**config.mk**
```make
export PLATFORM = sky130hd
export DESIGN_NAME = reg_select_sequencer_flat
export DESIGN_NICKNAME = d
export VERILOG_FILES = /design/src/rtl/reg_select_sequencer_pkg.sv /design/src/rtl/reg_select_sequencer_if.sv /design/src/rtl/reg_select_sequencer_opcode_class_decode.sv /design/src/rtl/reg_select_sequencer.sv /design/src/flat_wrapper.sv
export SDC_FILE = /design/constraint.sdc
export NUM_CORES = 1
export LEC_CHECK = 0
export BUFFER_PORTS_ARGS = -buffer_cell sky130_fd_sc_hd__buf_2
export CORE_MARGIN = 1.5
export CORE_UTILIZATION = 35
export CTS_CLUSTER_DIAMETER = 200
export DETAILED_ROUTE_END_ITERATION = 16
export GPL_ROUTABILITY_DRIVEN = 0
export GPL_TIMING_DRIVEN = 0
export PLACE_DENSITY = 0.85
export SLEW_MARGIN = 40
export SYNTH_ARGS = -nofsm -noshare
export SYNTH_HDL_FRONTEND = slang
export SYNTH_HIERARCHICAL = 1
export SYNTH_SLANG_ARGS = --single-unit
```
**constraint.sdc**
```tcl
create_clock -name clk -period 2.2 [get_ports clk]
set_clock_uncertainty 0.1 [all_clocks]
set_input_delay 0.33 -clock clk [delete_from_list [all_inputs] [get_ports clk]]
set_output_delay 0.33 -clock clk [all_outputs]
set_load 0.03 [all_outputs]
```
**src/rtl/reg_select_sequencer_pkg.sv**
```systemverilog
// Shared opcode constants, FSM state encoding and opcode classes for the
// register-select sequencer and the ALU.
package reg_select_sequencer_pkg;

  typedef logic [4:0] opcode_t;

  localparam opcode_t OP_REG_FIRST = 5'b00011;
  localparam opcode_t OP_REG_LAST  = 5'b01010;
  localparam opcode_t OP_IMM_FIRST = 5'b01011;
  localparam opcode_t OP_IMM_LAST  = 5'b01101;
  localparam opcode_t OP_NEG       = 5'b10000;
  localparam opcode_t OP_NOT       = 5'b10001;
  localparam opcode_t OP_JR        = 5'b10011;
  localparam opcode_t OP_JAL       = 5'b10100;
  localparam opcode_t OP_NOP       = 5'b11001;
  localparam opcode_t OP_HALT      = 5'b11010;

  typedef enum logic [2:0] {
    ST_T0, ST_T1, ST_T2, ST_T3, ST_T4, ST_T5, ST_HALT
  } state_t;

  typedef enum logic [2:0] {
    CLS_REG_ALU, CLS_IMM_ALU, CLS_UNARY, CLS_JR,
    CLS_JAL, CLS_NOP, CLS_HALT, CLS_ILLEGAL
  } op_class_t;

  // Everything the stall input must silence in one bundle.
  typedef struct packed {
    logic pc_out;
    logic pc_in;
    logic inc_pc;
    logic mar_in;
    logic mdr_in;
    logic mdr_out;
    logic read;
    logic ir_in;
    logic y_in;
    logic z_in;
    logic z_lo_out;
    logic c_out;
    logic gra;
    logic grb;
    logic grc;
    logic r_in;
    logic r_out;
    logic illegal;
  } strobes_t;

endpackage

```
**src/rtl/reg_select_sequencer_if.sv**
```systemverilog
// Sequencer <-> datapath bundle: instruction/handshake inputs and the
// control strobes. master = sequencer, slave = datapath side.
interface reg_select_sequencer_if #(parameter int REG_SIZE = 32);
  logic [REG_SIZE-1:0] ir;
  logic       mem_rdy;
  logic       stall;
  logic       pc_out, pc_in, inc_pc, mar_in, mdr_in, mdr_out;
  logic       read, ir_in, y_in, z_in, z_lo_out, c_out;
  logic       gra, grb, grc, r_in, r_out, ba_out;
  logic [4:0] alu_op;
  logic       run;
  logic       illegal;

  modport master (
    input  ir, mem_rdy, stall,
    output pc_out, pc_in, inc_pc, mar_in, mdr_in, mdr_out,
           read, ir_in, y_in, z_in, z_lo_out, c_out,
           gra, grb, grc, r_in, r_out, ba_out, alu_op, run, illegal
  );

  modport slave (
    output ir, mem_rdy, stall,
    input  pc_out, pc_in, inc_pc, mar_in, mdr_in, mdr_out,
           read, ir_in, y_in, z_in, z_lo_out, c_out,
           gra, grb, grc, r_in, r_out, ba_out, alu_op, run, illegal
  );
endinterface

```
**src/rtl/reg_select_sequencer_opcode_class_decode.sv**
```systemverilog
// Combinational opcode -> execution class lookup used to pick the T3..T5 path.
module opcode_class_decode
  import reg_select_sequencer_pkg::*;
(
  input  opcode_t   opcode,
  output op_class_t op_class
);

  always_comb begin
    if (opcode >= OP_REG_FIRST && opcode <= OP_REG_LAST)      op_class = CLS_REG_ALU;
    else if (opcode >= OP_IMM_FIRST && opcode <= OP_IMM_LAST) op_class = CLS_IMM_ALU;
    else if (opcode == OP_NEG || opcode == OP_NOT)            op_class = CLS_UNARY;
    else if (opcode == OP_JR)                                 op_class = CLS_JR;
    else if (opcode == OP_JAL)                                op_class = CLS_JAL;
    else if (opcode == OP_NOP)                                op_class = CLS_NOP;
    else if (opcode == OP_HALT)                               op_class = CLS_HALT;
    else                                                      op_class = CLS_ILLEGAL;
  end

endmodule

```
**src/rtl/reg_select_sequencer.sv**
```systemverilog
// Fetch/execute control FSM: strobes decode from state and the latched opcode,
// qualified only by stall; the opcode is the top five bits of ir.
module reg_select_sequencer
  import reg_select_sequencer_pkg::*;
#(
  parameter int REG_SIZE = 32
) (
  input  logic                   clk,
  input  logic                   clr,
  reg_select_sequencer_if.master bus
);

  state_t    state_q, state_d;
  opcode_t   opcode_q, opcode_d;
  op_class_t op_class;
  strobes_t  strb;

  opcode_class_decode u_decode (
    .opcode   (opcode_q),
    .op_class (op_class)
  );

  always_comb begin
    // NOTE: defaults first so every path assigns every signal; no latches.
    state_d  = state_q;
    opcode_d = opcode_q;
    if (state_q != ST_HALT && !bus.stall) begin
      unique case (state_q)
        ST_T0: state_d = ST_T1;
        ST_T1: if (bus.mem_rdy) state_d = ST_T2;
        ST_T2: begin
          opcode_d = bus.ir[REG_SIZE-1 -: 5];
          state_d  = ST_T3;
        end
        ST_T3: begin
          unique case (op_class)
            CLS_REG_ALU, CLS_IMM_ALU, CLS_UNARY, CLS_JAL: state_d = ST_T4;
            CLS_HALT:                                     state_d = ST_HALT;
            default:                                      state_d = ST_T0;
          endcase
        end
        ST_T4: state_d = (op_class == CLS_REG_ALU || op_class == CLS_IMM_ALU) ? ST_T5 : ST_T0;
        default: state_d = ST_T0;
      endcase
    end
  end

  always_ff @(posedge clk) begin
    // NOTE: non-blocking assignments for all flops so every register samples
    // pre-edge values regardless of statement order.
    if (clr) begin
      state_q  <= ST_T0;
      opcode_q <= OP_NOP;
    end else begin
      state_q  <= state_d;
      opcode_q <= opcode_d;
    end
  end

  always_comb begin
    strb = '0;
    unique case (state_q)
      ST_T0: begin
        strb.pc_out = 1'b1; strb.mar_in = 1'b1; strb.inc_pc = 1'b1; strb.z_in = 1'b1;
      end
      ST_T1: begin
        strb.z_lo_out = 1'b1; strb.pc_in = 1'b1; strb.read = 1'b1; strb.mdr_in = 1'b1;
      end
      ST_T2: begin
        strb.mdr_out = 1'b1; strb.ir_in = 1'b1;
      end
      ST_T3: begin
        unique case (op_class)
          CLS_REG_ALU, CLS_IMM_ALU: begin strb.grb = 1'b1; strb.r_out = 1'b1; strb.y_in = 1'b1; end
          CLS_UNARY:   begin strb.grb = 1'b1; strb.r_out = 1'b1; strb.z_in = 1'b1; end
          CLS_JR:      begin strb.gra = 1'b1; strb.r_out = 1'b1; strb.pc_in = 1'b1; end
          // R15 as the link target is forced by the select/encode logic.
          CLS_JAL:     begin strb.pc_out = 1'b1; strb.r_in = 1'b1; end
          CLS_ILLEGAL: strb.illegal = 1'b1;
          default:     ;
        endcase
      end
      ST_T4: begin
        unique case (op_class)
          CLS_REG_ALU: begin strb.grc = 1'b1; strb.r_out = 1'b1; strb.z_in = 1'b1; end
          CLS_IMM_ALU: begin strb.c_out = 1'b1; strb.z_in = 1'b1; end
          CLS_UNARY:   begin strb.z_lo_out = 1'b1; strb.gra = 1'b1; strb.r_in = 1'b1; end
          CLS_JAL:     begin strb.gra = 1'b1; strb.r_out = 1'b1; strb.pc_in = 1'b1; end
          default:     ;
        endcase
      end
      ST_T5: begin
        strb.z_lo_out = 1'b1; strb.gra = 1'b1; strb.r_in = 1'b1;
      end
      default: ;
    endcase
    if (bus.stall) strb = '0;
  end

  assign bus.pc_out   = strb.pc_out;
  assign bus.pc_in    = strb.pc_in;
  assign bus.inc_pc   = strb.inc_pc;
  assign bus.mar_in   = strb.mar_in;
  assign bus.mdr_in   = strb.mdr_in;
  assign bus.mdr_out  = strb.mdr_out;
  assign bus.read     = strb.read;
  assign bus.ir_in    = strb.ir_in;
  assign bus.y_in     = strb.y_in;
  assign bus.z_in     = strb.z_in;
  assign bus.z_lo_out = strb.z_lo_out;
  assign bus.c_out    = strb.c_out;
  assign bus.gra      = strb.gra;
  assign bus.grb      = strb.grb;
  assign bus.grc      = strb.grc;
  assign bus.r_in     = strb.r_in;
  assign bus.r_out    = strb.r_out;
  assign bus.illegal  = strb.illegal;
  assign bus.ba_out   = 1'b0;
  assign bus.run      = (state_q != ST_HALT);
  assign bus.alu_op   = (state_q == ST_T3 || state_q == ST_T4 || state_q == ST_T5)
                        ? opcode_q : 5'b00000;

endmodule
```
**src/flat_wrapper.sv**
```systemverilog
// flat-port wrapper written by rule: the top's interface ports become plain ports
module reg_select_sequencer_flat import reg_select_sequencer_pkg::*;
#(
  parameter int REG_SIZE = 32
)
  (clk, clr, bus_ir, bus_mem_rdy, bus_stall, bus_pc_out, bus_pc_in, bus_inc_pc, bus_mar_in, bus_mdr_in, bus_mdr_out, bus_read, bus_ir_in, bus_y_in, bus_z_in, bus_z_lo_out, bus_c_out, bus_gra, bus_grb, bus_grc, bus_r_in, bus_r_out, bus_ba_out, bus_alu_op, bus_run, bus_illegal);
  reg_select_sequencer_if #(.REG_SIZE(REG_SIZE)) bus_i ();
  input  logic clk;
  input  logic clr;
  input wire logic [$bits(bus_i.ir)-1:0] bus_ir;
  input wire logic [$bits(bus_i.mem_rdy)-1:0] bus_mem_rdy;
  input wire logic [$bits(bus_i.stall)-1:0] bus_stall;
  output wire logic [$bits(bus_i.pc_out)-1:0] bus_pc_out;
  output wire logic [$bits(bus_i.pc_in)-1:0] bus_pc_in;
  output wire logic [$bits(bus_i.inc_pc)-1:0] bus_inc_pc;
  output wire logic [$bits(bus_i.mar_in)-1:0] bus_mar_in;
  output wire logic [$bits(bus_i.mdr_in)-1:0] bus_mdr_in;
  output wire logic [$bits(bus_i.mdr_out)-1:0] bus_mdr_out;
  output wire logic [$bits(bus_i.read)-1:0] bus_read;
  output wire logic [$bits(bus_i.ir_in)-1:0] bus_ir_in;
  output wire logic [$bits(bus_i.y_in)-1:0] bus_y_in;
  output wire logic [$bits(bus_i.z_in)-1:0] bus_z_in;
  output wire logic [$bits(bus_i.z_lo_out)-1:0] bus_z_lo_out;
  output wire logic [$bits(bus_i.c_out)-1:0] bus_c_out;
  output wire logic [$bits(bus_i.gra)-1:0] bus_gra;
  output wire logic [$bits(bus_i.grb)-1:0] bus_grb;
  output wire logic [$bits(bus_i.grc)-1:0] bus_grc;
  output wire logic [$bits(bus_i.r_in)-1:0] bus_r_in;
  output wire logic [$bits(bus_i.r_out)-1:0] bus_r_out;
  output wire logic [$bits(bus_i.ba_out)-1:0] bus_ba_out;
  output wire logic [$bits(bus_i.alu_op)-1:0] bus_alu_op;
  output wire logic [$bits(bus_i.run)-1:0] bus_run;
  output wire logic [$bits(bus_i.illegal)-1:0] bus_illegal;
  assign bus_i.ir = bus_ir;
  assign bus_i.mem_rdy = bus_mem_rdy;
  assign bus_i.stall = bus_stall;
  assign bus_pc_out = bus_i.pc_out;
  assign bus_pc_in = bus_i.pc_in;
  assign bus_inc_pc = bus_i.inc_pc;
  assign bus_mar_in = bus_i.mar_in;
  assign bus_mdr_in = bus_i.mdr_in;
  assign bus_mdr_out = bus_i.mdr_out;
  assign bus_read = bus_i.read;
  assign bus_ir_in = bus_i.ir_in;
  assign bus_y_in = bus_i.y_in;
  assign bus_z_in = bus_i.z_in;
  assign bus_z_lo_out = bus_i.z_lo_out;
  assign bus_c_out = bus_i.c_out;
  assign bus_gra = bus_i.gra;
  assign bus_grb = bus_i.grb;
  assign bus_grc = bus_i.grc;
  assign bus_r_in = bus_i.r_in;
  assign bus_r_out = bus_i.r_out;
  assign bus_ba_out = bus_i.ba_out;
  assign bus_alu_op = bus_i.alu_op;
  assign bus_run = bus_i.run;
  assign bus_illegal = bus_i.illegal;
  reg_select_sequencer #(.REG_SIZE(REG_SIZE)) u_core (.clk(clk), .clr(clr), .bus(bus_i));
endmodule
```
==> results.py <==
metrics = {
    "global_routing": {
        "grt_use_total": 0.207,
        "grt_max_degree": 11,
        "first_global_vias": 1004,
        "antenna_found_initial": 0,
        "grt-ovfl-total": 0,
        "grt_pass1_wl_mm": 4.36,
    },
    "yosys": {
        "synth_seq_area_share": 0.188,
        "synth.ff_latch_count": 8,
        "ys_types": 43,
        "synthTopCellsByArea": "dfxtp_1 19%, nor2_1 4.8%, a21oi_1 4.7%",
        "synth_async_sr_flop_share": 0,
        "synthCells": 117,
        "avgSynthCellArea_um2": 7.28,
        "syn_nets": 153,
        "synth_warnings": 6,
        "synth-edff-count": 0,
        "syn-cell-area_um2": 852,
        "ys.flop_type": "dfxtp_1",
        "synth_top_area_frac": 0.188,
        "synth_top_area_cell": "dfxtp_1",
    },
    "cells_and_area": {
        "final_common_cell": "buf_4",
        "area_growth_pct": 67.1,
        "nFillCells": 194,
        "diodes": 0,
        "drive_above_1_share": 0.555,
        "layout.nets": 202,
        "final_cell_mix": "23 x buf_4, 22 x buf_2, 8 x nor2_1, 7 x buf_6",
    },
    "worst_hold_path": {
        "hold_path_class": "input pin to flip-flop",
        "hold_start": "bus_ir[31]",
    },
    "critical_path": {
        "crit_required_ns": 1.77,
        "cp_data_arrival_time_ns": 2.13,
        "startpoint_type": "flip-flop",
        "startpoint": "u_core/opcode_q[1]",
        "path_max_fanout": 7,
        "crit_path_end_kind": "primary output",
        "r2r_start": "u_core/opcode_q[1]",
        "worst-setup-path-type": "flip-flop to primary output",
    },
    "sta": {
        "post-route-min-period_ns": 2.56,
        "setup_tns_ns": -3.36,
        "max-slew-margin-rel": 0.628,
        "setup_viol": 13,
        "worst_pin_slew_ns": 0.556,
        "fmax_ghz": 0.390,
        "grt_setup_unrepaired": "yes",
        "hold_viol": 0,
        "setup_ws_ns": -0.363,
        "drv_slew": 0,
        "fin_crit_sh": 1.17,
    },
    "clocking": {
        "clk_path_buf_depth": 2,
        "cts.clk_slew.worst_paths_ns": 0.06,
        "postCtsHoldBufs": 0,
        "clk_latency_ns": 0.25,
        "cts_buffers": 3,
        "clock-sinks": 8,
        "htreeDepth": 1,
        "root_buffer": "clkbuf_4",
        "cts_tree": "built",
    },
    "routing": {
        "drc": 0,
        "finalWirelength_mm": 2.85,
        "ant_nets": 0,
        "drt_iter0_drc": 31,
        "wire_per_inst_um": 14.9,
        "firstDrtPassIters": 4,
        "via_per_inst": 5.56,
        "num_vias": 1067,
    },
    "floorplan": {
        "start_util": 0.378,
        "fp.dieH_um": 52.3,
        "core_um2": 2250,
        "ios": 61,
        "rows": 17,
        "die_w_um": 52.3,
        "die_area_um2": 2740,
    },
    "run": {
        "max_cap_violations": 0,
    },
    "power_and_ir_drop": {
        "cellLeakagePower_nw": 0.609,
        "p_per_area_nw_per_um2": 310,
        "max-vdd-ir-drop_uv": 328,
        "power_mw": 0.442,
    },
    "outcome": {
        "outcome": "complete, but fails checks",
        "violations": "setup timing",
    },
    "placed_design": {
        "place_hpwl_mm": 1.69,
        "numPortBuffers": 30,
    },
}
[cell type report]
cell class | count | area (um2) | area share
inverter | 3 | 11.3 | 0.00791
tap | 28 | 35.0 | 0.0246
sequential | 8 | 175 | 0.123
buffer | 14 | 103 | 0.0721
timing repair buffer | 45 | 308 | 0.216
multi-input combinational | 91 | 769 | 0.540
clock buffer | 3 | 22.5 | 0.0158
[metal layers]
metal / vias to the layer above / global-route usage / share of wire / wire, um
met3: 2 / 0.0286 / 0.045 / 128
met1: 511 / 0.242 / 0.42 / 1200
li1: 516 / - / - / -
met4: 0 / 0.0556 / 0.0053 / 15
met5: - / 0 / 0 / 0
met2: 38 / 0.385 / 0.53 / 1500
[path summary, 6_finish.rpt]
check	to	slack, ns	cells past startpoint
setup / recovery	bus_gra	-0.36	7
setup reg to reg	u_core/state_q[1]	0.10	7
hold / removal	u_core/opcode_q[4]	0.19	2
hold reg to reg	u_core/opcode_q[2]	0.46	2
[power breakdown]
| group | switching (mW) | leakage (nW) | internal, mW |
|---|---|---|---|
| Clock | 0.0460 | 0.0138 | 0.0622 |
| Sequential | 0.00852 | 0.0661 | 0.147 |
| Combinational | 0.102 | 0.529 | 0.0766 |
| Total | 0.156 | 0.609 | 0.285 |
[registers in the layout, summed over array words and instances (netlist names)]
signal and cells:
u_core/opcode_q 5, u_core/state_q 3
[cell usage after synthesis, drive strengths merged (2+ instances only)]
cell type	count
nor2b	6
inv	3
dfxtp	8
nor2	11
nand3b	3
a211o	4
nand2b	3
o21ai	5
a31oi	2
nand4	2
clkbuf	6
mux2i	3
a21oi	8
nor4	2
nand3	2
nand2	6
and2	6
o221ai	2
buf	9
o31ai	2
nor3	5
[per-stage QoR]
| step | instances | area [um2] | worst slack (ns) | util | hold slack, ns |
|---|---|---|---|---|---|
| finish | 192 | 1420 | -0.363 | 0.632 | 0.195 |
| global route | 192 | 1420 | -0.440 | 0.632 | 0.180 |
| CTS | 191 | 1340 | -0.335 | 0.595 | 0.180 |
| detailed placement | 175 | 1080 | -0.409 | 0.479 | 0.440 |
| global placement | 175 | 1080 | -0.296 | 0.479 | 0.432 |
| floorplan | 117 | 895 | -0.289 | - | 0.348 |
[kinds of logic (layout without fill, tap and decap cells)]
group	count (synthesis)	in the layout	share of synthesized area
xor gates and xnor gates	1	1	0.0103
other	1	1	0.00440
and+or+nand+nor	54	54	0.377
AOI/OAI and AO/OA	31	31	0.254
DFF	8	8	0.188
buffers and inverters	18	65	0.113
muxes	4	4	0.0529
[timing repair]
action                                  in CTS  in global routing
buffers inserted                            14                  1
pin swaps                                   11                 12
gates resized for setup                     43                 19
endpoints found under the setup margin      13                 19
[critical path, stage by stage (launching register included)]
cell and delay (ns):
dfxtp_4 0.38, mux2_4 0.31, or3_4 0.34, o211ai_4 0.14
xor2_1 0.17, nand3b_1 0.12, a311oi_2 0.22, buf_4 0.20
No activity file was read; power rests on OpenSTA's default activity.
